[config.mk]
export PLATFORM = sky130hd
export DESIGN_NAME = mul_op_sequencer
export DESIGN_NICKNAME = d
export VERILOG_FILES = /design/src/rtl/mul_pkg.sv /design/src/rtl/mul_op_fifo.sv /design/src/rtl/mul_op_sequencer.sv
export SDC_FILE = /design/constraint.sdc
export NUM_CORES = 1
export LEC_CHECK = 0
export ABC_AREA = 0
export ABC_CLOCK_PERIOD_IN_PS = 6120
export CELL_PAD_IN_SITES_DETAIL_PLACEMENT = 0
export CELL_PAD_IN_SITES_GLOBAL_PLACEMENT = 1
export CORE_AREA = 2 2 169 171
export CTS_CLUSTER_DIAMETER = 100
export DETAILED_ROUTE_END_ITERATION = 16
export DIE_AREA = 0 0 171 173
export PLACE_DENSITY_LB_ADDON = 0.1
export RECOVER_POWER = 100
export SLEW_MARGIN = 20
export SYNTH_ARGS = -nofsm -noshare
export SYNTH_HDL_FRONTEND = slang
export SYNTH_HIERARCHICAL = 1
export SYNTH_SLANG_ARGS = --single-unit
[constraint.sdc]
create_clock -name clk -period 6.12 [get_ports clk]
set_clock_uncertainty 0.05 [all_clocks]
set_input_delay 1.224 -clock clk [delete_from_list [all_inputs] [get_ports clk]]
set_output_delay 1.224 -clock clk [all_outputs]
set_load 0.03 [all_outputs]
[src/rtl/mul_pkg.sv]
// Shared definitions for the multiplier operand sequencer: default sizing and FSM state encodings.
package mul_pkg;

    localparam int MUL_WIDTH      = 16;
    localparam int MUL_FIFO_DEPTH = 4;
    localparam int MUL_TIMEOUT    = 32;

    typedef enum logic [1:0] {
        ST_IDLE = 2'd0,
        ST_RUN  = 2'd1,
        ST_OUT  = 2'd2
    } seq_state_t;

endpackage

[src/rtl/mul_op_fifo.sv]
// Synchronous operand-pair FIFO with count-based full/empty; DEPTH must be a power of two.
module mul_op_fifo #(
    parameter int DATA_W = 32,
    parameter int DEPTH  = 4
) (
    input  logic              clk,
    input  logic              rst_n,
    input  logic              push,
    input  logic [DATA_W-1:0] wr_data,
    input  logic              pop,
    output logic [DATA_W-1:0] rd_data,
    output logic              full,
    output logic              empty
);

    localparam int PTR_W = $clog2(DEPTH);

    logic [DATA_W-1:0] mem [DEPTH];
    logic [PTR_W-1:0]  wr_ptr;
    logic [PTR_W-1:0]  rd_ptr;
    logic [PTR_W:0]    count;
    logic              push_ok;
    logic              pop_ok;

    assign full    = (count == (PTR_W+1)'(DEPTH));
    assign empty   = (count == '0);
    assign push_ok = push && !full;
    assign pop_ok  = pop && !empty;
    assign rd_data = mem[rd_ptr];

    always_ff @(posedge clk) begin
        if (push_ok) begin
            mem[wr_ptr] <= wr_data;
        end
    end

    // Pointers wrap naturally because DEPTH is a power of two.
    always_ff @(posedge clk or negedge rst_n) begin
        if (!rst_n) begin
            wr_ptr <= '0;
            rd_ptr <= '0;
            count  <= '0;
        end else begin
            if (push_ok) begin
                wr_ptr <= wr_ptr + 1'b1;
            end
            if (pop_ok) begin
                rd_ptr <= rd_ptr + 1'b1;
            end
            case ({push_ok, pop_ok})
                2'b10:   count <= count + 1'b1;
                2'b01:   count <= count - 1'b1;
                default: count <= count;
            endcase
        end
    end

endmodule

[src/rtl/mul_op_sequencer.sv]
// Feeds queued operand pairs to the shift-add multiplier one at a time and returns products in order.
module mul_op_sequencer
    import mul_pkg::*;
#(
    parameter int WIDTH      = MUL_WIDTH,
    parameter int FIFO_DEPTH = MUL_FIFO_DEPTH,
    parameter int TIMEOUT    = MUL_TIMEOUT
) (
    input  logic               clk,
    input  logic               rst_n,
    input  logic               in_valid,
    output logic               in_ready,
    input  logic [WIDTH-1:0]   in_a,
    input  logic [WIDTH-1:0]   in_b,
    output logic               res_valid,
    input  logic               res_ready,
    output logic [2*WIDTH-1:0] res_data,
    output logic               err,
    output logic               busy,
    output logic               mul_start,
    output logic [WIDTH-1:0]   mul_ain,
    output logic [WIDTH-1:0]   mul_bin,
    input  logic [2*WIDTH-1:0] mul_yout,
    input  logic               mul_done
);

    localparam int CNT_W = $clog2(TIMEOUT);

    seq_state_t         state;
    seq_state_t         state_nxt;
    logic [CNT_W-1:0]   cnt;
    logic [CNT_W-1:0]   cnt_nxt;
    logic               res_valid_nxt;
    logic [2*WIDTH-1:0] res_data_nxt;
    logic               err_nxt;
    logic               start_nxt;
    logic [WIDTH-1:0]   ain_nxt;
    logic [WIDTH-1:0]   bin_nxt;
    logic               fifo_pop;
    logic [2*WIDTH-1:0] fifo_rd;
    logic               fifo_full;
    logic               fifo_empty;

    mul_op_fifo #(
        .DATA_W (2*WIDTH),
        .DEPTH  (FIFO_DEPTH)
    ) u_fifo (
        .clk     (clk),
        .rst_n   (rst_n),
        .push    (in_valid),
        .wr_data ({in_a, in_b}),
        .pop     (fifo_pop),
        .rd_data (fifo_rd),
        .full    (fifo_full),
        .empty   (fifo_empty)
    );

    assign in_ready = !fifo_full;
    assign busy     = (state != ST_IDLE) || !fifo_empty;

    // Operands stay latched on mul_ain/mul_bin for the whole op, so the
    // multiplier sees stable inputs from the rise of start until its fall.
    always_comb begin
        state_nxt     = state;
        cnt_nxt       = cnt;
        res_valid_nxt = res_valid;
        res_data_nxt  = res_data;
        err_nxt       = 1'b0;
        start_nxt     = mul_start;
        ain_nxt       = mul_ain;
        bin_nxt       = mul_bin;
        fifo_pop      = 1'b0;
        case (state)
            ST_IDLE: begin
                if (!fifo_empty) begin
                    fifo_pop  = 1'b1;
                    ain_nxt   = fifo_rd[2*WIDTH-1:WIDTH];
                    bin_nxt   = fifo_rd[WIDTH-1:0];
                    start_nxt = 1'b1;
                    cnt_nxt   = '0;
                    state_nxt = ST_RUN;
                end
            end
            ST_RUN: begin
                cnt_nxt = cnt + 1'b1;
                // Done wins over timeout so a product on the last counted cycle is kept.
                if (mul_done) begin
                    res_data_nxt  = mul_yout;
                    res_valid_nxt = 1'b1;
                    start_nxt     = 1'b0;
                    state_nxt     = ST_OUT;
                end else if (cnt == CNT_W'(TIMEOUT - 1)) begin
                    err_nxt   = 1'b1;
                    start_nxt = 1'b0;
                    state_nxt = ST_IDLE;
                end
            end
            ST_OUT: begin
                start_nxt = 1'b0;
                if (res_valid && res_ready) begin
                    res_valid_nxt = 1'b0;
                    state_nxt     = ST_IDLE;
                end
            end
            default: begin
                state_nxt = ST_IDLE;
            end
        endcase
    end

    always_ff @(posedge clk or negedge rst_n) begin
        if (!rst_n) begin
            state     <= ST_IDLE;
            cnt       <= '0;
            res_valid <= 1'b0;
            res_data  <= '0;
            err       <= 1'b0;
            mul_start <= 1'b0;
            mul_ain   <= '0;
            mul_bin   <= '0;
        end else begin
            state     <= state_nxt;
            cnt       <= cnt_nxt;
            res_valid <= res_valid_nxt;
            res_data  <= res_data_nxt;
            err       <= err_nxt;
            mul_start <= start_nxt;
            mul_ain   <= ain_nxt;
            mul_bin   <= bin_nxt;
        end
    end

endmodule

==> results.txt <==
status: finished with violations
failing checks: capacitance limit, slew limit
drt first pass iters: 4
Final Slew Violations: 229
largest net degree at the start of global routing: 63
initial DRC count: 167
worst hold path type: reg -> reg
startpoint types: input port
Clk pwr share: 25.0%
storage element area: 0.00587 mm^2
row count: 61
Vias/cell: 4.26
Clock Tree Buf Depth: 3
initial antenna violation count: 0
Mean Syn Cell Area: 20.9 um^2
via count: 3999
most frequent cells in the layout: 128 x edfxtp_1, 103 x dlygate4sd3_1, 79 x dfrtp_1
I/O pin cnt: 138
Port Buffer Count: 137
Hold Vio Cnt, Final: 0
total track usage: 11.3%
combinational share of power: 35.7%
Area Growth Syn to Fin: 28.6%
Routed Antenna Nets: 0
setup tns final: 0 ns
Worst Path Required: 6.14 ns
CP Cell Sequence: dlygate4sd3_1 > nor2b_1 > and2_0
Final period util: 68.4%
max_slew headroom: -80.6%
Final setup viols: 0
Psw: 1.90 mW
Worst-Skew Late Latency: 0.51 ns
Sw Share: 33.6%
Sink Count: 209
H-tree Lvls: 1
starting density of the core: 29.6%
via count of the first global-routing pass: 4394
# hold bufs at CTS: 0
unrepaired setup endpoints after global routing: false
Fmax: 239 MHz
Fill cells: 2611
total gr overflow: 0
actual slew at the worst max-slew pin: 2.71 ns
Post-Syn Area: 0.00819 mm^2
#FFs+latches synth: 209
Power Density: 537 mW/mm^2
RePlAce Congestion: 0.684
Synthesized Nets: 472
Worst Path Max Fanout: 32
CP max-delay cell: and2_0
cts bufs inserted: 24
final wirelength: 16500 um
root cell of the clock tree: clkbuf_16
Die Width: 171 um
kind of critical path: in -> reg
Clock transition at path regs: 0.06 ns
maxcap violations: 6
core area: 0.0276 mm^2
Multi-input gate area: 0.00197 mm^2
Synth cell types: 40
R2R Setup Slk: 1.99 ns
Post-CTS Setup Repair Bufs: 0
max incr delay on CP: 2.04 ns
post-synthesis cell count: 392
Die H: 173 um
Synth Warn #: 6
most common cell after layout, fill and taps aside: edfxtp_1
DRC viols: 0
Die Area: 0.0296 mm^2
final cell count without fillers: 938
Pleak: 3.85 nW
crit path buf inv count: 1
CP endpoint kind: flip-flop
Detail Placement HPWL: 10100 um
first-pass GRT wire length: 25700 um
crit-path leading delay family: simple AND/OR/NAND/NOR gates
Antenna Cells: 0
layout cell share with drive strength beyond 1: 19.6%
PostCTS Resize Cnt: 0
crit path time final: 4.19 ns
Cell Int Power: 3.75 mW
Hold WS: 0.432 ns
CTS tree: built
critical path arrival: 4.21 ns
Seq/Total Area, Yosys: 71.7%
dpl cells: 894
wire length per cell: 17.6 um
part of the power in registers: 39.4%
Worst VDD drop: 0.209 mV
Layout Nets: 622
==> cell families (layout without fill, tap and decap cells) <==
logic type	after synthesis	in the layout	share of synthesized area, %
buffers and inverters	26	194	2.80
adders and majority gates	11	11	1.77
AOI/OAI and AO/OA	17	17	1.65
DFF	209	209	71.7
muxes	100	100	19.6
xor gates and xnor gates	6	6	0.642
and+or+nand+nor	23	23	1.82
==> Yosys cell counts, drive strengths merged <==
master	instances	area (um^2)
a21boi	1	7.51
a21o	1	7.51
a21oi	3	15.0
a22o	4	35.0
a32o	2	20.0
and2	5	31.3
and3	1	6.26
and3b	1	8.76
buf	15	188
clkbuf	1	3.75
dfrtp	81	2030
edfxtp	128	3840
fa	1	20.0
ha	10	125
inv	10	37.5
mux2	67	863
mux2i	1	10.0
mux4	32	736
nand2	4	17.5
nand2b	1	6.26
nand3	1	5.00
nor2	2	7.51
nor2b	3	28.8
nor3	2	10.0
nor3b	3	27.5
o21ai	1	8.76
o31a	1	8.76
o31ai	3	22.5
o32a	1	10.0
xnor2	3	26.3
xor2	3	26.3
==> layout make-up <==
type	instances	area share, %
multi-input combinational	157	18.7
tap	378	4.49
inverter	10	0.356
clock inverter	13	1.26
clock buffer	31	6.33
sequential	209	55.8
timing repair buffer	140	13.1
==> worst reg2reg max path, stage by stage (launching register included) <==
cell,delay (ns)
dfrtp_1,0.39
inv_1,0.09
ha_1,0.27
nor2b_2,0.17
clkbuf_1,1.63
o31a_1,0.42
ha_1,0.21
inv_1,0.06
fa_1,0.37
xor2_1,0.15
nor2_1,0.11
xor2_1,0.14
==> power by group through the flow <==
| stage | Clock [mW] | Sequential (mW) | Combinational, mW |
|---|---|---|---|
| 6_report | 1.41 | 2.23 | 2.02 |
| 5_1_grt | 1.52 | 2.30 | 2.18 |
| 4_1_cts | 1.47 | 2.25 | 2.34 |
| 3_5_place_dp | 0 | 2.27 | 2.33 |
| 3_3_place_gp | 0 | 2.25 | 2.31 |
| 2_1_floorplan | 0 | 2.60 | 1.26 |
==> registers in the layout, indices dropped and copies added, names as in the netlist <==
register,cells
cnt,5
err,1
mul_ain,16
mul_bin,16
mul_start,1
res_data,32
res_valid,1
state,2
u_fifo/count,3
u_fifo/mem,128
u_fifo/rd_ptr,2
u_fifo/wr_ptr,2
==> routing by layer <==
layer	GRT usage (%)	share of wire, %	vias to the layer above
met3	2.49	5.3	27
met5	0	0	-
met2	19.1	49	118
li1	-	-	1831
met1	14.5	44	2023
met4	3.35	2.5	0
==> through the flow <==
step                      setup WS, ns  util, %  area (um^2)  power [mW]
after global placement            2.70     35.7         9870        4.56
final                             1.93     38.1        10500        5.66
after CTS                         2.08     38.6        10700        6.06
after detailed placement          2.64     35.7         9870        4.60
after floorplan                   3.39        -         8190        3.86
after global routing              1.54     38.1        10500        6.00
==> path summary, 6_finish.rpt <==
check,from,to,depth (start not counted)
setup reg to reg,state[0],u_fifo/count[2],11
setup / recovery,in_valid,u_fifo/mem[0][8],3
min in group asynchronous,rst_n,mul_ain[7],1
hold reg to reg,mul_ain[0],mul_ain[0],1
hold / removal,mul_ain[0],mul_ain[0],1
max in group asynchronous,rst_n,u_fifo/rd_ptr[1],2
(Power assumes the default switching activity.)
